===== src/rtl/decoder_scan_pkg.sv =====
// Shared types and the per-bit one-hot helper for the scanned SEL_W-to-2^SEL_W decoder.
package decoder_scan_pkg;

  typedef enum logic {
    MODE_DIRECT = 1'b0,
    MODE_SCAN   = 1'b1
  } mode_e;

  typedef enum logic [1:0] {
    ST_IDLE   = 2'd0,
    ST_DIRECT = 2'd1,
    ST_SCAN   = 2'd2,
    ST_BLANK  = 2'd3
  } state_e;

  // Level of output bit idx when channel sel is selected, honouring polarity.
  function automatic logic onehot(input int sel, input int idx, input logic active_low);
    return (sel == idx) ^ active_low;
  endfunction

endpackage


===== src/rtl/decoder_scan_nto2n_divider.sv =====
// Dwell divider for scan mode: tick pulses once every max(period,1) cycles while run is high.
module scan_divider #(
  parameter int DIV_W = 16
) (
  input  logic             clk,
  input  logic             rst_n,
  input  logic             run,
  input  logic             clr,
  input  logic [DIV_W-1:0] period,
  output logic             tick
);

  logic [DIV_W-1:0] cnt_q;
  logic [DIV_W-1:0] eff_m1;

  // >= rather than == so a period shortened mid-count fires on the next edge.
  assign eff_m1 = (period == '0) ? '0 : period - 1'b1;
  assign tick   = run && (cnt_q >= eff_m1);

  always_ff @(posedge clk or negedge rst_n) begin
    if (!rst_n) begin
      cnt_q <= '0;
    end else if (clr) begin
      cnt_q <= '0;
    end else if (run) begin
      cnt_q <= tick ? '0 : cnt_q + 1'b1;
    end
  end

endmodule


===== src/rtl/decoder_scan_nto2n.sv =====
// Registered one-hot select decoder with direct and self-scanning modes.
// Optional inter-channel blanking is built when DECODER_BLANK_EN is defined.
module decoder_scan_nto2n
  import decoder_scan_pkg::*;
#(
  parameter int SEL_W      = 2,
  parameter int ACTIVE_LOW = 0,
  parameter int DIV_W      = 16,
  parameter int BLANK_CYC  = 2
) (
  input  logic                  clk,
  input  logic                  rst_n,
  input  logic                  en,
  input  logic                  mode,
  input  logic                  sel_valid,
  input  logic [SEL_W-1:0]      sel_in,
  input  logic [DIV_W-1:0]      period,
  output logic [(1<<SEL_W)-1:0] dec_out,
  output logic [SEL_W-1:0]      cur_sel,
  output logic                  scan_wrap,
  output logic                  blank,
  output state_e                state
);

  // Handshake: sel_valid is a single-cycle strobe sampled on the rising edge;
  // there is no back-pressure, so a strobe is either consumed or ignored.

  localparam int OUT_N = 1 << SEL_W;
  localparam logic [OUT_N-1:0] INACTIVE = (ACTIVE_LOW != 0) ? {OUT_N{1'b1}} : {OUT_N{1'b0}};

  function automatic logic [OUT_N-1:0] decode(input logic [SEL_W-1:0] s);
    logic [OUT_N-1:0] v;
    for (int i = 0; i < OUT_N; i++) begin
      v[i] = onehot(int'(s), i, ACTIVE_LOW != 0);
    end
    return v;
  endfunction

  state_e           req_st;
  state_e           state_d;
  logic [SEL_W-1:0] sel_d;
  logic [OUT_N-1:0] dec_d;
  logic             wrap_d;
  logic             run;
  logic             clr;
  logic             tick;

  // Requested mode is re-derived from en/mode on every edge.
  always_comb begin
    req_st = ST_IDLE;
    if (en) begin
      req_st = (mode_e'(mode) == MODE_SCAN) ? ST_SCAN : ST_DIRECT;
    end
  end

  // The divider freezes (neither runs nor clears) while blanking.
  always_comb begin
    run = (req_st == ST_SCAN) && (state != ST_BLANK);
    clr = (req_st != ST_SCAN) && (state != ST_BLANK);
  end

  scan_divider #(
    .DIV_W (DIV_W)
  ) u_div (
    .clk    (clk),
    .rst_n  (rst_n),
    .run    (run),
    .clr    (clr),
    .period (period),
    .tick   (tick)
  );

`ifdef DECODER_BLANK_EN
  localparam int BLANK_N = (BLANK_CYC < 1) ? 1 : BLANK_CYC;
  localparam int BCW     = (BLANK_N > 1) ? $clog2(BLANK_N) : 1;

  logic           blank_d;
  logic [BCW-1:0] bcnt_q;
  logic [BCW-1:0] bcnt_d;
  logic           switch_ch;
`endif

  always_comb begin
    state_d = req_st;
    sel_d   = cur_sel;
    dec_d   = dec_out;
    wrap_d  = 1'b0;
    case (req_st)
      ST_DIRECT: begin
        if (sel_valid) begin
          sel_d = sel_in;
        end
        dec_d = decode(sel_d);
      end
      ST_SCAN: begin
        if (tick) begin
          sel_d  = cur_sel + 1'b1;
          wrap_d = &cur_sel;
        end
        dec_d = decode(sel_d);
      end
      default: begin
        dec_d = INACTIVE;
      end
    endcase
`ifdef DECODER_BLANK_EN
    blank_d   = blank;
    bcnt_d    = bcnt_q;
    switch_ch = ((req_st == ST_DIRECT) && sel_valid && (sel_in != cur_sel)) ||
                ((req_st == ST_SCAN) && tick);
    if (switch_ch) begin
      state_d = ST_BLANK;
      dec_d   = INACTIVE;
      blank_d = 1'b1;
      bcnt_d  = BCW'(BLANK_N - 1);
    end
    // Blanking runs to completion regardless of en/mode/sel_valid.
    if (state == ST_BLANK) begin
      state_d = req_st;
      sel_d   = cur_sel;
      dec_d   = decode(cur_sel);
      wrap_d  = 1'b0;
      blank_d = 1'b0;
      bcnt_d  = bcnt_q;
      if (bcnt_q != '0) begin
        state_d = ST_BLANK;
        dec_d   = INACTIVE;
        blank_d = 1'b1;
        bcnt_d  = bcnt_q - 1'b1;
      end
    end
`endif
  end

  always_ff @(posedge clk or negedge rst_n) begin
    if (!rst_n) begin
      state     <= ST_IDLE;
      cur_sel   <= '0;
      dec_out   <= INACTIVE;
      scan_wrap <= 1'b0;
    end else begin
      state     <= state_d;
      cur_sel   <= sel_d;
      dec_out   <= dec_d;
      scan_wrap <= wrap_d;
    end
  end

`ifdef DECODER_BLANK_EN
  always_ff @(posedge clk or negedge rst_n) begin
    if (!rst_n) begin
      blank  <= 1'b0;
      bcnt_q <= '0;
    end else begin
      blank  <= blank_d;
      bcnt_q <= bcnt_d;
    end
  end
`else
  assign blank = 1'b0;
`endif

endmodule


===== config.mk =====
export PLATFORM = sky130hd
export DESIGN_NAME = decoder_scan_nto2n
export DESIGN_NICKNAME = d
export VERILOG_FILES = /design/src/rtl/decoder_scan_pkg.sv /design/src/rtl/decoder_scan_nto2n_divider.sv /design/src/rtl/decoder_scan_nto2n.sv
export SDC_FILE = /design/constraint.sdc
export NUM_CORES = 1
export LEC_CHECK = 0
export CORE_ASPECT_RATIO = 1.4
export CORE_MARGIN = 4
export CORE_UTILIZATION = 46
export DETAILED_ROUTE_END_ITERATION = 10
export GPL_ROUTABILITY_DRIVEN = 0
export GPL_TIMING_DRIVEN = 0
export HOLD_SLACK_MARGIN = 0.02
export PLACE_DENSITY_LB_ADDON = 0.08
export SYNTH_ARGS = -nofsm -noshare
export SYNTH_HDL_FRONTEND = slang
export SYNTH_SLANG_ARGS = --single-unit

===== constraint.sdc =====
create_clock -name clk -period 3.57 [get_ports clk]
set_input_delay 0.5355 -clock clk [delete_from_list [all_inputs] [get_ports clk]]
set_output_delay 0.5355 -clock clk [all_outputs]
set_load 0.02 [all_outputs]

======== Word level (Yosys, flattened, before mapping) ========
Cells that the tools add are included.
word-level totals
  register bits ........................... 25
  input port bits ......................... 23
  output and inout port bits .............. 10
  logic and storage cells ................. 42
operators by class
  $add $sub $neg .......................... 3
  $lt $le $gt $ge ......................... 1
  equality and inequality tests ........... 10
  multiplexer cells ....................... 14
  reduce and logical (&&, ||, !) cells .... 9
operators with widths
  operator               count
  $mux 16                4
  $add 16x1->16 const B  1
  $ge 16x16->1           1
  $logic_not 16->1       1
  $sub 16x1->16 const B  1
  $mux 2                 6
  $eq 2x2->1 const B     5
  $pmux 4 s2             1
  $eq 2x1->1 const B     3
  $logic_not 2->1        2
  $ne 2x2->1 const B     2
  $pmux 2 s2             1
  $reduce_bool 2->1      2
  $logic_and 1x1->1      3
  $add 2x1->2 const B    1
  $mux 1                 2
  $reduce_and 2->1       1

======== Longest topological paths before layout ========
Gate-level depths: netlist (run 1).
  depth in word-level cells ............... 9
  mapped depth ............................ 14
  depth with buffers taken out ............ 12

======== Modules after synthesis ========
A second synthesis (run 1) with hierarchy kept.
unflattened totals
  cell total of the unflattened synthesis .. 259
  area total of the unflattened synthesis .. 2155.8 um^2
modules (own cells, without submodules)
  module              times used  cells each  area each (um^2)  seq. area each (um^2)
  scan_divider        1           213         1662.8            400.4
  decoder_scan_nto2n  1           46          493.0             225.2

======== Least setup slack after synthesis (run 1) ========
OpenSTA, ideal clock, no wires.
  path kind ............................... input to register
  start ................................... input port period[9]
  end ..................................... register cur_sel[0]
  library setup time ...................... 0.125 ns
  arrival time ............................ 4.221 ns
  required time ........................... 3.445 ns
  path slack .............................. -0.775 ns
  stages .................................. 13
  buffers on the path ..................... 2
  path through ............................ or4_4 or3_4 or4_1 or3_4 buf_6 nand2_1 ha_1 nand4_1 or4_1 o32a_1 clkbuf_1 a31oi_1 mux2_2
on the way
  cells in the longest elaborated chain, start to end .. 7
  elaborated cells on any way between the ends .. 8
  classes of those cells .................. 1 x add/sub; 1 x order compare; 4 x mux; 2 x reduce/logical
ends and longest elaborated chain
  element                                                   line                              source
  start, declared                                           decoder_scan_nto2n.sv:17          input logic [DIV_W-1:0] period,
  $sub 16x1->16 / $logic_not 16->1 (equally long branches)  decoder_scan_nto2n_divider.sv:17  assign eff_m1 = (period == '0) ? '0 : period - 1'b1;
  $mux 16 *                                                 decoder_scan_nto2n_divider.sv:17
  $ge 16x16->1 *                                            decoder_scan_nto2n_divider.sv:18  assign tick = run && (cnt_q >= eff_m1);
  $logic_and 1x1->1 *                                       decoder_scan_nto2n_divider.sv:18
  $mux 2 *                                                  decoder_scan_nto2n.sv:96          if (tick) begin
  $mux 2 *                                                  decoder_scan_nto2n.sv:88          case (req_st)
  $pmux 2 s2 *                                              decoder_scan_nto2n.sv:88
  end signal, assigned                                      decoder_scan_nto2n.sv:143         cur_sel <= sel_d;
  end, declared                                             decoder_scan_nto2n.sv:19          output logic [SEL_W-1:0] cur_sel,
Mark *: on every way between the ends. The rest lies on a longest branch, timed or not. The select of a mux whose other input is x is not followed.
A chain may end at the register's enable or synchronous reset.

======== Worst setup path in the final report (run 1) ========
  start ................................... input port period[8]
  end ..................................... register cur_sel[0]
Same word-level chain as after synthesis.

==> impl_results.md, run 1 <==
- Clock H-tree levels: 1
- Root Buffer: clkbuf_8
- Final worst slack: -592.3 ps
- Netlist cell types: 43
- Multi-input logic area: 0.001645 mm²
- Fin. Hold Viols: 0
- CTS Buf Count: 3
- DRT antenna net count: 0
- Synth Instances: 263
- Fillers: a little over 400
- Ys Warns: 0
- Synth Cell Area: 0.002143 mm²
- Status: finished with violations
- HPWL Detailed: 4153 µm
- Number of global-route vias before repair: 2125
- Primary FF master, synth: dfrtp_1
- RSZ-0062 raised after global routing: yes
- Crit. End Element: flip-flop
- Ant diodes: 0
- Setup crit start kind: input pin
- Global Route met3 Usage: 2.033%
- Initial core utilization: 47.26%
- Routed vias: 2158
- Most frequent cells after synthesis: nand2_1, dfrtp_1, nand3_1, ha_1, nor2_1
- Period Utilization, post-route: 116.6%
- Fin crit period: between 4000 and 5000 ps
- Die X-Extent: 65.69 µm
- Port Buf Inserts: 31
- Nets@finish: 358
- Clock skew: roughly 13 ps
- Clock latency on the worst-skew pair: 280 ps
- DIE HEIGHT: 88.77 µm
- Busiest grt layer: met2
- GRT overflow: 0
- Initial antenna violation count: 0
- Post-synth ARST share: between 90% and 100%
- Worst slack at placement: -1392 ps
- Post-synth top area share: 29.19%
- Total global-route track usage: 20.52%
- Via/cell ratio: between 5 and 6
- HP Class: reg2reg
- Pwr dens: ~240 mW/mm²
- DRT Pass-1 Iters: 4
- Setup TNS: -11890 ps
- Post-Syn Nets: 306
- Dpl cell area: ~0.0026 mm²
- Die area: 0.005831 mm²
- Row cnt: 29
- WL/cell: 15.49 µm
- Syn avg cell area: between 8 and 9 µm²
- Pins Over Slew Limit: 0
- Max Cap Viol: 0
- EDFF count, synth: 0
- Worst Reg-to-Reg Cells: 7
- Clk sinks: 25
- Slew HR: 20.42%
- Initial DRC count: about 120
- Max clock buf depth: 2
- DR DRC count: 0
- Critical Path Fanout Max: 6
- Worst slew pin tran: 1190 ps
- Synth area leader: dfrtp_1
- Required time of the critical path: around 3700 ps
- CTS tree: yes
- Lkg Pwr: 0.001217 µW
- Hold path cells: 1
- Post-route cell area: 0.002942 mm²
- Register area: about 630 µm²
- Area Growth Syn to Fin: 37.24%
- Top cells by area, synth: dfrtp_1, ha_1, nand2_1
- Met2 usage: 40.51%
- Post-Route WL: about 5800 µm
- Hold slack: 580.4 ps
- Clock slew at reported path FFs: 90 ps
- Top-level port count: 33
- Top-count cell post-synth: nand2_1
- Setup violators final: 23
- Fmax: 240.3 MHz
- Placeable Area: 0.004536 mm²
- Flop and latch count out of synthesis: 25
- Worst VDD drop: ~0.16 mV
- First-pass GRT wire length: roughly 9500 µm
- Share of cells above drive strength 1: 17.83%
- Sequential fraction of the synthesis area: 29.19%
- Failing checks: setup timing
- Worst Path Arrival: 4320 ps
- Crit Path Class: in2reg
- Met1 Use GR: 23.45%
- Largest net degree at the start of global routing: 26
[where the power goes]
group / total, µW / switching (µW) / internal, µW / leakage (µW)
combinational: 202 / 104 / 98.1 / 0.000852
clock: 184 / 102 / 81.9 / 0.0000261
sequential: 310 / 14.9 / 295 / 0.000340
total: 696 / 221 / 475 / 0.00122
[logic make-up after synthesis]
family	Yosys count	share of synthesized area, %
other	1	0.1750
multiplexers	8	3.795
flip-flops	25	29.19
adder cells (fa/ha/maj)	20	11.68
AND/OR/NAND/NOR	143	35.03
AO/OA/AOI/OAI	37	11.27
XOR/XNOR	14	5.721
buffers and inverters	15	3.153
[area by class of cell]
cell class / count / share of cell area [%]
flip-flops and latches: 25 / 21.27
multi-input cells: 223 / 55.93
repair buffers: 48 / 15.23
plain buffers: 8 / 2.467
well taps: 62 / 2.637
clock inverters: 1 / 0.2977
inverters: 6 / 0.7656
clock buffers: 3 / 1.404
[worst paths after layout]
kind                            startpoint         endpoint  slack (ps)
hold reg to reg            u_div.cnt_q[12]  u_div.cnt_q[12]         580
min in group asynchronous            rst_n  u_div.cnt_q[11]         880
hold / removal             u_div.cnt_q[12]  u_div.cnt_q[12]         580
setup reg to reg           u_div.cnt_q[11]       cur_sel[0]         950
max in group asynchronous            rst_n       cur_sel[0]        1970
setup / recovery                 period[8]       cur_sel[0]        -590
[sequential cells by signal (all words and copies together) (netlist names)]
signal / count
scan_wrap: 1
cur_sel: 2
dec_out: 4
state: 2
u_div.cnt_q: 16
[layer usage]
metal	up-vias	routed length [µm]
li1	1064	-
met2	41	3307
met5	-	0
met1	1042	2251
met4	0	111
met3	11	153
[stage by stage]
step,instances,util [%],power [µW]
after floorplan,263,-,407.1
after global placement,356,57.30,488.2
after detailed placement,356,57.30,489.9
after CTS,374,62.51,688.8
after global routing,376,64.86,735.8
final,376,64.86,695.9
[placed cells by master (no fill, tap or decap), types with 6 or more instances in the layout]
cell type | synthesis | layout
nor3_1 | 7 | 7
ha_1 | 20 | 18
nor2_1 | 19 | 19
dfrtp_1 | 25 | 25
buf_4 | 1 | 15
a31oi_1 | 14 | 9
inv_1 | 6 | 6
nand2_1 | 44 | 39
xor2_1 | 9 | 9
nand4b_1 | 7 | 7
nand3_1 | 22 | 22
clkbuf_8 | 0 | 7
mux2i_1 | 7 | 6
clkdlybuf4s50_1 | 0 | 27
a21oi_1 | 6 | 6
[critical path, cell delays in order]
cell and delay [ps]:
buf_8 90, or4_4 530, or3_4 350, or4_4 430, or3_4 380, buf_6 150
buf_6 130, nand2_4 50, ha_4 120, nand2_2 40, or4_1 510, o32a_1 330
clkbuf_8 170, a31oi_4 180, mux2_4 310
[timing repair]
action	in CTS	in global routing
hold buffers	0	0
resized for setup	37	17
buffers inserted	14	2
gates cloned	1	0
pin swaps	15	15
setup endpoints to repair	23	23
Power figures use the tool's default switching activity.
==> run 2, diff against run 1 <==
==> constraint.sdc (replaced) <==
create_clock -name clk -period 4.1 [get_ports clk]
set_input_delay 0.615 -clock clk [delete_from_list [all_inputs] [get_ports clk]]
set_output_delay 0.615 -clock clk [all_outputs]
set_load 0.02 [all_outputs]
==> run 2 against run 1 <==
  * The run still ends with setup timing left
  * Power fell by 15%
  * Sequential share of layout area fell by 0.81 points
  * First-iteration DRC count fell by 44%
  * Flip-flop and latch count did not move
  * Critical endpoint unchanged
==> impl_results.md, run 2 (same netlist as run 1, synthesis figures left out) <==
- Status: finished with violations
- Failing checks: setup timing
- Hold path cells: 1
- Pwr dens: 193.7 mW/mm²
- Max Cap Viol: 0
- Multi-input logic area: 0.001713 mm²
- HP Class: reg2reg
- Most common cell after layout, fill and taps aside: nand2_1
- WL/cell: 16.02 µm
- Non-Filler Instances: around 380
- Sequential power share: 45.5%
- Worst slew pin tran: approximately 1200 ps
- Fillers: 366
- Crit Path Class: in2reg
- Post-Route WL: between 6000 and 7000 µm
- Clock H-tree levels: 1
- HPWL Detailed: between 4000 and 5000 µm
- Share of cells above drive strength 1: 22.22%
- Largest net degree at the start of global routing: 26
- Clk sinks: 25
- Hold slack: 565.9 ps
- Combinational share of power: just under 30%
- Initial antenna violation count: 0
- Port Buf Inserts: 31
- Post-layout util: 67.42%
- Worst slack at placement: -961.5 ps
- DIE HEIGHT: 88.77 µm
- Fmax: 233.9 MHz
- Nets@finish: 359
- DR DRC count: 0
- Slew HR: 21.22%
- Die area: ~0.0058 mm²
- Die X-Extent: between 60 and 70 µm
- Critical Path Fanout Max: 6
- Initial core utilization: 47.26%
- Clock skew: between 3 and 4 ps
- Register area: 625.6 µm²
- Root Buffer: clkbuf_8
- Hold_sp: u_div.cnt_q[0]
- Reg-to-Reg End: cur_sel[0]
- Lkg Pwr: 0.001257 µW
- Setup violators final: 22
- Post-Place Cells: 356
- Int Power: 410.2 µW
- CTS Buf Count: 3
- Largest regs: u_div.cnt_q (16), dec_out (4)
- Setup crit start kind: input pin
- Clock latency on the worst-skew pair: 270 ps
- Clock Power Share: 24.7%
- Cell family with most CP delay: simple AND/OR/NAND/NOR gates
- Slowest-stage cell, CP: or4_4
- GRT overflow: 0
- Max clock buf depth: 2
- Crit. End Element: flip-flop
- Worst Path Arrival: 4440 ps
- Row cnt: 29
- CTS tree: yes
- WHS Endpoint: u_div.cnt_q[0]
- Switch Pwr: 182.1 µW
- Worst VDD drop: 0.1750 mV
- Period Utilization, post-route: 104.3%
- Sw frac: a little under a third
- DRT Pass-1 Iters: 4
- Number of global-route vias before repair: 2077
- Crit path top cell by count: or4_4
- Area Growth Syn to Fin: 42.67%
- First-pass GRT wire length: around 9400 µm
- Worst Reg-to-Reg Cells: 7
- Fin. Hold Viols: 0
- Clock slew at reported path FFs: ~90 ps
- Max FFs per register: 16
- Initial DRC count: 64
- Routed vias: 2189
- DRT antenna net count: 0
- Ant diodes: 0
- Critical-path cell list: buf_6 > or4_4 > or3_4 > or4_4 > or3_4 > buf_8 > buf_6 > nand2_4 > ha_4 > nand2_2 > or4_4 > o32a_1 > clkbuf_8 > a31oi_4 > mux2_4
- Pins Over Slew Limit: 0
- Reg2reg start: u_div.cnt_q[8]
- Top-level port count: 33
- CP peak stage delay: 530 ps
- Total global-route track usage: 20.62%
- Placeable Area: approximately 0.0045 mm²
- Required time of the critical path: 4260 ps
- Reg-to-reg slack, setup: 1480 ps
- Commonest cells after routing, fill and taps aside: nand2_1, clkdlybuf4s50_1, dfrtp_1
- Bufs and invs on worst path: 4
- Biggest register: u_div.cnt_q
- Fin crit period: roughly 4300 ps
- Final worst slack: -176.0 ps
- Via/cell ratio: about 5.8
- RSZ-0062 raised after global routing: yes
## run 2: power by group through the flow
stage	Sequential (µW)	Clock (µW)	Combinational [µW]
5_1_grt	271	163	196
4_1_cts	268	152	164
3_5_place_dp	273	0	153
2_1_floorplan	281	0	72.8
6_report	269	146	176
3_3_place_gp	273	0	151
## run 2: worst register-to-register path, cell delays in order (launching register included)
cell      delay [ps]
dfrtp_1          510
ha_4             320
nand4_1          110
or4_4            540
o32a_1           340
clkbuf_8         170
a31oi_4          200
mux2_4           320
## run 2: worst max path at each step
stage | from | to | slack (ps) | cells past startpoint
after floorplan | period[9] | cur_sel[0] | -210 | 13
after global placement | period[8] | dec_out[3] | -930 | 13
after detailed placement | period[9] | dec_out[1] | -960 | 13
after CTS | period[8] | cur_sel[0] | -340 | 15
after global routing | period[4] | u_div.cnt_q[3] | -250 | 16
final | period[9] | cur_sel[0] | -180 | 15
## run 2: stage by stage
| stage | setup TNS [ps] | cell area [µm²] | power (µW) |
|---|---|---|---|
| floorplan | -1190 | 2202 | 353.6 |
| global placement | -19340 | 2590 | 423.9 |
| detailed placement | -19620 | 2590 | 425.7 |
| CTS | -5701 | 2861 | 583.8 |
| global route | -4357 | 3058 | 630.2 |
| finish | -2307 | 3058 | 592.3 |
## run 2: area by class of cell
type	count	share of cell area (%)
clock inverter	1	0.1637
tap	62	2.537
clock buffer	3	1.350
sequential	25	20.46
inverter	6	0.7365
multi-input combinational	223	56.01
buffer	9	3.396
timing repair buffer	48	15.34
## run 2: repair_timing
action | 4_1_cts | 5_1_grt
buffers inserted | 12 | 3
gates resized for setup | 41 | 27
cloned | 2 | 0
hold buffers | 0 | 0
pin swaps | 20 | 13
setup endpoints to repair | 23 | 23
## run 2: layer usage
metal / share of wire [%] / vias up / track usage (%)
met1: 40 / 1049 / 21.93
met3: 2.6 / 15 / 2.033
met2: 55 / 57 / 41.79
met4: 2.8 / 0 / 5.660
li1: - / 1068 / -
met5: 0 / - / 0
